## config.mk

```make
export PLATFORM = sky130hd
export DESIGN_NAME = decode_multi_flat
export DESIGN_NICKNAME = d
export VERILOG_FILES = /design/src/rtl/decode_multi_pkg.sv /design/src/rtl/decode_multi_if.sv /design/src/rtl/decode_multi_lane.sv /design/src/rtl/decode_multi.sv /design/src/flat_wrapper.sv
export SDC_FILE = /design/constraint.sdc
export NUM_CORES = 1
export LEC_CHECK = 0
export CORE_MARGIN = 2
export CORE_UTILIZATION = 52
export CTS_CLUSTER_SIZE = 16
export DETAILED_ROUTE_END_ITERATION = 12
export PLACE_DENSITY = 0.81
export SLEW_MARGIN = 20
export SYNTH_ARGS = -nofsm -noshare
export SYNTH_HDL_FRONTEND = slang
export SYNTH_SLANG_ARGS = --single-unit
```

## constraint.sdc

```tcl
create_clock -name clk -period 2.5 [get_ports clk]
set_input_delay 0.25 -clock clk [delete_from_list [all_inputs] [get_ports clk]]
set_output_delay 0.25 -clock clk [all_outputs]
set_load 0.02 [all_outputs]
```

## src/rtl/decode_multi_pkg.sv

```systemverilog
// decode_multi_pkg: shared types, ISA constants and the immediate generator
// for the N-wide decode stage. The optional M-extension decode is enabled by
// defining DECODE_MULDIV_EN; this package is the same in both builds.
package decode_multi_pkg;

  localparam int CPU_ADDR_BITS        = 32;
  localparam int CPU_INST_BITS        = 32;
  localparam int CPU_DATA_BITS        = 32;
  localparam int DECODE_WIDTH_DEFAULT = 2;

  // Major opcodes accepted by this decoder
  localparam logic [6:0] OPC_LUI    = 7'b0110111;
  localparam logic [6:0] OPC_AUIPC  = 7'b0010111;
  localparam logic [6:0] OPC_JAL    = 7'b1101111;
  localparam logic [6:0] OPC_JALR   = 7'b1100111;
  localparam logic [6:0] OPC_BRANCH = 7'b1100011;
  localparam logic [6:0] OPC_LOAD   = 7'b0000011;
  localparam logic [6:0] OPC_STORE  = 7'b0100011;
  localparam logic [6:0] OPC_ITYPE  = 7'b0010011;
  localparam logic [6:0] OPC_RTYPE  = 7'b0110011;
  localparam logic [6:0] OPC_CSR    = 7'b1110011;

  localparam logic [6:0] FNC7_MULDIV  = 7'b0000001;
  localparam logic [2:0] FNC3_SRL_SRA = 3'b101;
  localparam logic [3:0] UOP_ADD      = 4'b0000;

  typedef enum logic [2:0] {
    IMM_NONE = 3'd0,
    IMM_I    = 3'd1,
    IMM_S    = 3'd2,
    IMM_B    = 3'd3,
    IMM_U    = 3'd4,
    IMM_J    = 3'd5,
    IMM_CSR  = 3'd6
  } imm_fmt_e;

  typedef enum logic [1:0] {
    ST_EMPTY = 2'd0,
    ST_FULL  = 2'd1,
    ST_SKID  = 2'd2
  } buf_state_e;

  typedef struct packed {
    logic [CPU_ADDR_BITS-1:0] pc;
    logic                     is_valid;
    logic                     is_illegal;
    logic                     has_rd;
    logic [4:0]               rd;
    logic [4:0]               rs1;
    logic [4:0]               rs2;
    logic [CPU_DATA_BITS-1:0] imm;
    logic                     alu_a_sel;   // 1: operand A is the PC
    logic                     alu_b_sel;   // 0: operand B is rs2, 1: immediate
    logic [3:0]               uop;
    logic [2:0]               uop_br;
    logic                     is_muldiv;
  } decoded_inst_t;

  // Build the extended immediate for the given instruction format
  function automatic logic [CPU_DATA_BITS-1:0] gen_imm(input imm_fmt_e fmt,
                                                       input logic [CPU_INST_BITS-1:0] ins);
    logic [CPU_DATA_BITS-1:0] imm;
    case (fmt)
      IMM_I:   imm = {{20{ins[31]}}, ins[31:20]};
      IMM_S:   imm = {{20{ins[31]}}, ins[31:25], ins[11:7]};
      IMM_B:   imm = {{19{ins[31]}}, ins[31], ins[7], ins[30:25], ins[11:8], 1'b0};
      IMM_U:   imm = {ins[31:12], 12'b0};
      IMM_J:   imm = {{11{ins[31]}}, ins[31], ins[19:12], ins[20], ins[30:21], 1'b0};
      IMM_CSR: imm = {27'b0, ins[19:15]};
      default: imm = {CPU_DATA_BITS{1'b0}};
    endcase
    return imm;
  endfunction

endpackage

```

## src/rtl/decode_multi_if.sv

```systemverilog
// decode_multi_if: fetch-side and rename-side handshake bundle of the decode
// stage. The slave modport is the decode block, the master the environment.
interface decode_multi_if import decode_multi_pkg::*; #(
  parameter int DECODE_WIDTH = DECODE_WIDTH_DEFAULT
);
  logic                                        decode_rdy;
  logic                                        inst_val;
  logic [DECODE_WIDTH-1:0]                     inst_mask;
  logic [DECODE_WIDTH-1:0][CPU_ADDR_BITS-1:0]  inst_pc;
  logic [DECODE_WIDTH-1:0][CPU_INST_BITS-1:0]  inst;
  logic                                        rename_rdy;
  logic                                        decode_val;
  decoded_inst_t [DECODE_WIDTH-1:0]            decode_inst;

  modport slave (
    output decode_rdy, decode_val, decode_inst,
    input  inst_val, inst_mask, inst_pc, inst, rename_rdy
  );

  modport master (
    input  decode_rdy, decode_val, decode_inst,
    output inst_val, inst_mask, inst_pc, inst, rename_rdy
  );
endinterface

```

## src/rtl/decode_multi_lane.sv

```systemverilog
// decode_multi_lane: combinational single-instruction RISC-V decoder.
// Define DECODE_MULDIV_EN to decode RTYPE MUL/DIV; otherwise they are illegal.
module decode_multi_lane import decode_multi_pkg::*; (
  input  logic                     lane_valid,
  input  logic [CPU_ADDR_BITS-1:0] pc,
  input  logic [CPU_INST_BITS-1:0] inst,
  output decoded_inst_t            dec
);

  logic [6:0] opcode;
  logic [4:0] rd;
  logic [2:0] funct3;
  logic [4:0] rs1;
  logic [4:0] rs2;
  logic [6:0] funct7;

  assign opcode = inst[6:0];
  assign rd     = inst[11:7];
  assign funct3 = inst[14:12];
  assign rs1    = inst[19:15];
  assign rs2    = inst[24:20];
  assign funct7 = inst[31:25];

  logic       legal;
  logic       writes_rd;
  logic       a_sel;
  logic       b_sel;
  logic [3:0] uop;
  logic [2:0] uop_br;
  logic       muldiv;
  imm_fmt_e   fmt;

  // Opcode classification into control fields and immediate format
  always_comb begin
    legal     = 1'b0;
    writes_rd = 1'b0;
    a_sel     = 1'b0;
    b_sel     = 1'b1;
    uop       = UOP_ADD;
    uop_br    = 3'b000;
    muldiv    = 1'b0;
    fmt       = IMM_NONE;
    case (opcode)
      OPC_LUI: begin
        legal = 1'b1; writes_rd = 1'b1; fmt = IMM_U;
      end
      OPC_AUIPC: begin
        legal = 1'b1; writes_rd = 1'b1; a_sel = 1'b1; fmt = IMM_U;
      end
      OPC_JAL: begin
        legal = 1'b1; writes_rd = 1'b1; a_sel = 1'b1; fmt = IMM_J;
      end
      OPC_JALR: begin
        legal = 1'b1; writes_rd = 1'b1; fmt = IMM_I;
      end
      OPC_BRANCH: begin
        legal = 1'b1; a_sel = 1'b1; uop_br = funct3; fmt = IMM_B;
      end
      OPC_LOAD: begin
        legal = 1'b1; writes_rd = 1'b1; uop = {1'b0, funct3}; fmt = IMM_I;
      end
      OPC_STORE: begin
        legal = 1'b1; uop = {1'b0, funct3}; fmt = IMM_S;
      end
      OPC_ITYPE: begin
        legal = 1'b1; writes_rd = 1'b1; fmt = IMM_I;
        // Only shifts right carry the arithmetic/logical selector in funct7
        if (funct3 == FNC3_SRL_SRA) begin
          uop = {funct7[5], funct3};
        end else begin
          uop = {1'b0, funct3};
        end
      end
      OPC_RTYPE: begin
        legal = 1'b1; writes_rd = 1'b1; b_sel = 1'b0;
        if (funct7 == FNC7_MULDIV) begin
`ifdef DECODE_MULDIV_EN
          muldiv = 1'b1;
          uop    = {1'b0, funct3};
`else
          legal  = 1'b0;
`endif
        end else begin
          uop = {funct7[5], funct3};
        end
      end
      OPC_CSR: begin
        legal = 1'b1; fmt = IMM_CSR;
      end
      default: begin
        legal = 1'b0;
      end
    endcase
  end

  // Assemble the bundle; masked or illegal lanes keep only pc and flags
  always_comb begin
    dec    = '0;
    dec.pc = pc;
    if (lane_valid && legal) begin
      dec.is_valid  = 1'b1;
      dec.has_rd    = writes_rd && (rd != 5'd0);
      dec.rd        = rd;
      dec.rs1       = rs1;
      dec.rs2       = rs2;
      dec.imm       = gen_imm(fmt, inst);
      dec.alu_a_sel = a_sel;
      dec.alu_b_sel = b_sel;
      dec.uop       = uop;
      dec.uop_br    = uop_br;
      dec.is_muldiv = muldiv;
    end else begin
      dec.is_valid   = lane_valid;
      dec.is_illegal = lane_valid;
    end
  end

endmodule

```

## src/rtl/decode_multi.sv

```systemverilog
// decode_multi: N-wide decode stage with a two-entry skid buffer so that
// decode_rdy is registered. Optional MUL/DIV decode: define DECODE_MULDIV_EN.
module decode_multi import decode_multi_pkg::*; #(
  parameter int DECODE_WIDTH = DECODE_WIDTH_DEFAULT
) (
  input  logic            clk,
  input  logic            rst,
  input  logic            flush,
  decode_multi_if.slave   bus
);

  decoded_inst_t [DECODE_WIDTH-1:0] lane_dec;
  decoded_inst_t [DECODE_WIDTH-1:0] main_q;
  decoded_inst_t [DECODE_WIDTH-1:0] skid_q;
  buf_state_e                       state_q;
  logic                             val_q;
  logic                             rdy_q;
  logic                             in_fire;
  logic                             out_fire;

  for (genvar i = 0; i < DECODE_WIDTH; i++) begin : g_lane
    decode_multi_lane u_lane (
      .lane_valid (bus.inst_mask[i]),
      .pc         (bus.inst_pc[i]),
      .inst       (bus.inst[i]),
      .dec        (lane_dec[i])
    );
  end

  assign in_fire  = bus.inst_val && rdy_q;
  assign out_fire = val_q && bus.rename_rdy;

  assign bus.decode_rdy  = rdy_q;
  assign bus.decode_val  = val_q;
  assign bus.decode_inst = main_q;

  // Skid-buffer state machine; reset/flush drop everything including input
  always_ff @(posedge clk) begin
    if (rst || flush) begin
      state_q <= ST_EMPTY;
      main_q  <= '0;
      skid_q  <= '0;
      val_q   <= 1'b0;
      rdy_q   <= 1'b1;
    end else begin
      case (state_q)
        ST_EMPTY: begin
          if (in_fire) begin
            main_q  <= lane_dec;
            state_q <= ST_FULL;
            val_q   <= 1'b1;
          end
        end
        ST_FULL: begin
          if (in_fire && out_fire) begin
            main_q <= lane_dec;
          end else if (in_fire) begin
            skid_q  <= lane_dec;
            state_q <= ST_SKID;
            rdy_q   <= 1'b0;
          end else if (out_fire) begin
            state_q <= ST_EMPTY;
            val_q   <= 1'b0;
          end
        end
        ST_SKID: begin
          if (out_fire) begin
            main_q  <= skid_q;
            state_q <= ST_FULL;
            rdy_q   <= 1'b1;
          end
        end
        default: begin
          state_q <= ST_EMPTY;
          val_q   <= 1'b0;
          rdy_q   <= 1'b1;
        end
      endcase
    end
  end

endmodule

```

## src/flat_wrapper.sv

```systemverilog
// flat-port wrapper written by rule: the top's interface ports become plain ports
module decode_multi_flat import decode_multi_pkg::*;
#(
  parameter int DECODE_WIDTH = DECODE_WIDTH_DEFAULT
)
  (clk, rst, flush, bus_decode_rdy, bus_decode_val, bus_decode_inst, bus_inst_val, bus_inst_mask, bus_inst_pc, bus_inst, bus_rename_rdy);
  decode_multi_if #(.DECODE_WIDTH(DECODE_WIDTH)) bus_i ();
  input  logic clk;
  input  logic rst;
  input  logic flush;
  output wire logic [$bits(bus_i.decode_rdy)-1:0] bus_decode_rdy;
  output wire logic [$bits(bus_i.decode_val)-1:0] bus_decode_val;
  output wire logic [$bits(bus_i.decode_inst)-1:0] bus_decode_inst;
  input wire logic [$bits(bus_i.inst_val)-1:0] bus_inst_val;
  input wire logic [$bits(bus_i.inst_mask)-1:0] bus_inst_mask;
  input wire logic [$bits(bus_i.inst_pc)-1:0] bus_inst_pc;
  input wire logic [$bits(bus_i.inst)-1:0] bus_inst;
  input wire logic [$bits(bus_i.rename_rdy)-1:0] bus_rename_rdy;
  assign bus_decode_rdy = bus_i.decode_rdy;
  assign bus_decode_val = bus_i.decode_val;
  assign bus_decode_inst = bus_i.decode_inst;
  assign bus_i.inst_val = bus_inst_val;
  assign bus_i.inst_mask = bus_inst_mask;
  assign bus_i.inst_pc = bus_inst_pc;
  assign bus_i.inst = bus_inst;
  assign bus_i.rename_rdy = bus_rename_rdy;
  decode_multi #(.DECODE_WIDTH(DECODE_WIDTH)) u_core (.clk(clk), .rst(rst), .flush(flush), .bus(bus_i));
endmodule
```

==> impl_metrics.json, run 1 <==
{
  "cts_resized": 0,
  "first_global_vias": 14530,
  "fp.dieW_um": 177.3,
  "total_power_mw": 13.65,
  "yosysSeqAreaShare": 0.4716,
  "relSlewSlack": 0.3801,
  "ant_nets": 0,
  "numCtsBuffers": 38,
  "maxCapViolCount": 0,
  "vias": 15580,
  "core_area_um2": 29640,
  "pwr-share-seq": 0.445,
  "period_minus_slack_ns": 2.196,
  "rsz0062_at_grt": "no",
  "clkSlewWorstSetupHoldPaths_ns": 0.06,
  "endpoint_kind": "register",
  "crit_type": "register to register",
  "crit_required_ns": 2.95,
  "skew_ns": 0.01441,
  "dp_hpwl_um": 32680,
  "clkSinkCount": 368,
  "peakVddDrop_mv": 0.5409,
  "r2r_end": "u_core.skid_q[128]$_SDFFE_PP0P_",
  "rr_worst_depth": 5,
  "p_per_area_nw_per_um2": 656.9,
  "initial_utilization": 0.5270,
  "overflow": 0,
  "total_leakage_power_nw": 7.223,
  "fillers": 2269,
  "fin_util": 0.7011,
  "cp-start-kind": "register",
  "fin_nets": 2295,
  "area_growth_pct": 33.03,
  "timing.hold.ws_ns": 0.3000,
  "pre_cts_ws_ns": 0.009938,
  "synthArstFlopShare": 0,
  "ios": 321,
  "drt_pass1_iterations": 6,
  "clock_latency_ns": 0.53,
  "die_h_um": 177.3,
  "avgSynthCellArea_um2": 8.286,
  "synth_cell_types": 81,
  "drv_slew": 0,
  "startpoint": "u_core.state_q[1]$_SDFFE_PP0P_",
  "grt_pass1_wl_um": 77220,
  "grt_max_degree": 147,
  "sw_frac_of_total": 0.2505,
  "ys_ff_latch": 368,
  "cp_max_fo": 32,
  "root_buffer": "clkbuf_16",
  "clockBufferDepth": 3,
  "drcViolationCount": 0,
  "hold_violations": 0,
  "combPwrFrac": 0.125,
  "die-area_um2": 31440,
  "yosys_warnings": 0,
  "reg2reg_slack_ns": 0.30,
  "syn_area_um2": 15620,
  "tritoncts": "yes",
  "setup_slack_ns": 0.3041,
  "gr-usage-all-layers": 0.3020,
  "synth_flop_cell": "dfxtp_1",
  "holdCritPathClass": "input pin to register",
  "cts_hold_buf": 0,
  "io_buffers": 318,
  "fin_crit_sh": 0.8784,
  "timing.rr.start": "u_core.state_q[1]$_SDFFE_PP0P_",
  "initialDrtViolationCount": 1701,
  "routedWlPerCell_um": 19.08,
  "arrival_ns": 2.64,
  "critPathCapture": "u_core.skid_q[128]$_SDFFE_PP0P_",
  "post_cts_buffers": 0,
  "synth_edf_count": 0,
  "row_count": 63,
  "p_sw_mw": 3.420,
  "tightestPinTransition_ns": 0.9236,
  "p_clk_frac": 0.430,
  "fin_tns_setup_ns": 0,
  "place_congestion": 1.028,
  "intPower_mw": 10.23,
  "drive_gt1_frac": 0.08908,
  "synth_cells": 1885,
  "htreeDepth": 2,
  "wl_um": 49230,
  "setup_violations": 0,
  "status": "finished, final reports clean",
  "max_freq_ghz": 0.4554,
  "antenna_found_initial": 1,
  "viasPerCell": 6.038
}
## placed cells by master (no fill, tap or decap), types with 6 or more instances in the layout
cell,count
a32oi_1,7
clkbuf_16,39
nand3_1,46
a21oi_1,214
and2_1,11
and3_1,13
a221oi_1,38
buf_4,72
o21ai_0,134
a31o_2,8
nand3b_1,24
clkbuf_8,11
o21ai_1,21
a22oi_1,16
o2bb2ai_1,11
nor2_1,164
o22ai_1,6
clkdlybuf4s50_1,318
nor2b_1,10
o211ai_1,46
clkbuf_1,6
nor3_1,9
nor4_1,6
nand2_1,331
a22o_1,55
dfxtp_1,368
a311oi_1,66
a31oi_1,11
inv_1,6
buf_12,18
## critical path, stage by stage, from the launching register on
cell	delay (ns)
dfxtp_1	0.59
and4b_4	0.33
nor2_4	0.70
buf_4	0.32
nand2_1	0.07
o21ai_1	0.08
## kinds of logic (layout without fill, tap and decap cells)
logic type      count (synthesis)  after routing  share of synthesized area
compound gates                667            667                     0.2820
buf+inv                       180            483                    0.05046
flops                         368            368                     0.4716
mux                             3              3                   0.001923
other cells                     1              3                  0.0002401
simple gates                  666            666                     0.1937
## per-layer routing
metal	routed length (um)	share of wire	vias to the layer above	track usage
met2	22240	0.45	770	0.4771
met4	1349	0.027	0	0.09768
li1	-	-	7360	-
met5	0	0	-	0
met3	4964	0.10	100	0.06705
met1	20680	0.42	7348	0.4105
## cell usage after synthesis (5+ instances only)
master     number  area (um2)
a311oi_1       66       578.1
nor2b_1        11       68.82
nor4_1          6       37.54
a21oi_2         5       43.79
nand3_1        46       230.2
buf_1          13       48.80
a221oi_1       38       332.8
o21ai_0       134       670.6
o22ai_1         6       37.54
buf_2          35       175.2
and2_1         11       68.82
a31oi_1        11       68.82
and3b_1         5       43.79
a31o_2          8       70.07
a32oi_1         7       61.31
clkbuf_1      111       416.7
a22o_1         55       481.7
nand2_1       331        1242
inv_1           6       22.52
o2bb2ai_1      11       96.34
o211ai_1       46       345.3
a22oi_1        16       120.1
nor2_1        165       619.3
and3_1         13       81.33
a21oi_1       214        1071
dfxtp_1       368        7367
nand4_1         5       31.28
nor3_1          9       45.04
a211oi_1        5       37.54
o21ai_1        21       105.1
buf_4          10       75.07
nand3b_1       24       180.2
## metrics by stage
stage               instance area [um2]  instances
floorplan                         15620       1886
global placement                  19470       2510
detailed placement                19470       2510
CTS                               20780       2579
global route                      20780       2580
finish                            20780       2580
## flip-flops by register name, summed over array words and instances (netlist names)
name / flops
u_core.bus.decode_inst: 182
u_core.bus.decode_rdy: 1
u_core.bus.decode_val: 1
u_core.skid_q: 182
u_core.state_q: 2
## how the worst min path moves through the flow
stage / endpoint / slack, ns / startpoint / depth (start not counted)
after floorplan: u_core.skid_q[134]$_SDFFE_PP0P_ / 0.38 / bus_inst[52] / 1
after global placement: u_core.skid_q[119]$_SDFFE_PP0P_ / 0.44 / u_core.skid_q[119]$_SDFFE_PP0P_ / 2
after detailed placement: u_core.skid_q[125]$_SDFFE_PP0P_ / 0.44 / u_core.skid_q[125]$_SDFFE_PP0P_ / 2
after CTS: u_core.skid_q[179]$_SDFFE_PP0P_ / 0.29 / bus_inst_pc[59] / 3
after global routing: u_core.skid_q[179]$_SDFFE_PP0P_ / 0.30 / bus_inst_pc[59] / 3
final: u_core.skid_q[77]$_SDFFE_PP0P_ / 0.30 / bus_inst_pc[17] / 3
## layout make-up
type | count | area, um2 | share of cell area
multi-input cells | 1338 | 7510 | 0.3614
flip-flops and latches | 368 | 7367 | 0.3545
repair buffers | 408 | 4084 | 0.1965
clock buffers | 56 | 1150 | 0.05533
well taps | 390 | 488.0 | 0.02348
clock inverters | 13 | 156.4 | 0.007527
inverters | 6 | 22.52 | 0.001084
diodes | 1 | 2.502 | 0.0001204
## power groups by stage
stage | Combinational (mW) | Clock (mW) | Sequential (mW)
3_3_place_gp | 1.67 | 0 | 6.20
5_1_grt | 1.84 | 6.21 | 6.08
2_1_floorplan | 0.693 | 0 | 6.33
3_5_place_dp | 1.69 | 0 | 6.20
4_1_cts | 1.70 | 5.93 | 6.08
6_report | 1.71 | 5.86 | 6.08
Note: power is estimated with default switching activity, not from simulation.
==> run 2: changes to the inputs <==
--- a/config.mk
+++ b/config.mk
@@ -5,6 +5,7 @@
 export SDC_FILE = /design/constraint.sdc
 export NUM_CORES = 1
 export LEC_CHECK = 0
+export CAP_MARGIN = 40
 export CORE_MARGIN = 2
 export CORE_UTILIZATION = 52
 export CTS_CLUSTER_SIZE = 16
==> run 2 against run 1 <==
  * Setup slack better by 0.047 ns
  * Largest cell class unchanged
  * Largest power group unchanged
  * Hold slack better by 0.0029 ns
  * Combinational power hardly changed
  * Sequential cell count stayed put
  * First-iteration DRC count is 6.7% lower
  * Power hardly changed
==> impl_metrics.json, run 2 (synthesis results as in run 1) <==
{
  "dp_cells": 2510,
  "cts_hold_buf": 0,
  "core_area_um2": 29640,
  "peakVddDrop_mv": 0.5415,
  "grt_max_degree": 147,
  "hold_violations": 0,
  "grt_pass1_wl_um": 77220,
  "initial_utilization": 0.5270,
  "wl_um": 49200,
  "status": "finished, final reports clean",
  "post_cts_buffers": 0,
  "relSlewSlack": 0.5135,
  "io_buffers": 318,
  "rsz0062_at_grt": "no",
  "root_buffer": "clkbuf_16",
  "htreeDepth": 2,
  "gr-usage-all-layers": 0.3020,
  "place_congestion": 1.028,
  "drive_gt1_frac": 0.08991,
  "cp-start-kind": "register",
  "numCtsBuffers": 38,
  "drt_pass1_iterations": 7,
  "ant_nets": 0,
  "dpl-instance-area_um2": 19470,
  "fin_cells": 2583,
  "fillers": 2259,
  "die_h_um": 177.3,
  "setup_violations": 0,
  "antenna_found_initial": 1,
  "holdCritPathClass": "input pin to register",
  "final_common_cell": "dfxtp_1",
  "fp.dieW_um": 177.3,
  "endpoint_kind": "register",
  "crit_type": "register to register",
  "area_growth_pct": 33.27,
  "timing.hold.ws_ns": 0.3029,
  "viasPerCell": 6.047,
  "final_cell_mix": "368 x dfxtp_1, 331 x nand2_1, 318 x clkdlybuf4s50_1",
  "crit_required_ns": 2.96,
  "initialDrtViolationCount": 1587,
  "total_power_mw": 13.65,
  "cts_resized": 0,
  "routedWlPerCell_um": 19.05,
  "tightestPinTransition_ns": 0.7242,
  "clockBufferDepth": 3,
  "die-area_um2": 31440,
  "drcViolationCount": 0,
  "fin_nets": 2297,
  "total_leakage_power_nw": 7.239,
  "clkSinkCount": 368,
  "clkSlewWorstSetupHoldPaths_ns": 0.06,
  "p_per_area_nw_per_um2": 655.8,
  "fin_tns_setup_ns": 0,
  "clock_latency_ns": 0.52,
  "fin_crit_sh": 0.8596,
  "period_minus_slack_ns": 2.149,
  "ios": 321,
  "overflow": 0,
  "vias": 15620,
  "first_global_vias": 14530,
  "row_count": 63,
  "skew_ns": 0.01263,
  "maxCapViolCount": 0,
  "dp_hpwl_um": 32680,
  "max_freq_ghz": 0.4653,
  "arrival_ns": 2.60,
  "cp_max_fo": 12,
  "drv_slew": 0,
  "tritoncts": "yes",
  "fin_area_um2": 20820
}
[run 2: cell count changes in the layout (fill, tap and decap cells not counted), sizes merged]
cell   delta
diode     +1
buf       +2
[run 2: where the power goes]
group | switching [mW] | internal (mW) | total [mW]
Clock | 2.35 | 3.51 | 5.86
Sequential | 0.0800 | 6.00 | 6.08
Combinational | 0.984 | 0.732 | 1.72
[run 2: area by class of cell]
type,count,area [um2],share of cell area
antenna,2,5.005,0.0002404
clock buffer,56,1150,0.05523
clock inverter,13,156.4,0.007513
inverter,6,22.52,0.001082
multi-input combinational,1338,7510,0.3607
sequential,368,7367,0.3539
tap,390,488.0,0.02344
timing repair buffer,410,4119,0.1979
[run 2: per-layer routing]
metal	part of all wire	vias to the layer above	track usage	wire length (um)
met1	0.42	7378	0.4105	20670
met4	0.026	0	0.09768	1299
li1	-	7372	-	-
met5	0	-	0	0
met2	0.45	777	0.4771	22320
met3	0.10	93	0.06705	4922
[run 2: worst paths after layout]
path / start / endpoint / cells after the start / slack [ns]
setup / recovery: u_core.state_q[0]$_SDFFE_PP0P_ / u_core.skid_q[5]$_SDFFE_PP0P_ / 8 / 0.35
hold / removal: bus_inst_pc[17] / u_core.skid_q[77]$_SDFFE_PP0P_ / 3 / 0.30
setup reg to reg: u_core.state_q[0]$_SDFFE_PP0P_ / u_core.skid_q[5]$_SDFFE_PP0P_ / 8 / 0.35
hold reg to reg: u_core.skid_q[177]$_SDFFE_PP0P_ / u_core.skid_q[177]$_SDFFE_PP0P_ / 2 / 0.45
[run 2: metrics by stage]
stage / setup slack [ns] / util
finish: 0.3510 / 0.7024
global route: 0.1468 / 0.7023
CTS: 0.3164 / 0.7010
detailed placement: 0.009938 / 0.6570
global placement: 0.1222 / 0.6570
floorplan: 0.7042 / -
[run 2: worst max-delay path: stages, from the launching register on]
cell,delay [ns]
dfxtp_1,0.46
a21boi_4,0.22
buf_4,0.16
nand4b_1,0.16
buf_4,0.21
buf_4,0.18
a311oi_1,0.43
a22oi_1,0.15
nor2_1,0.12
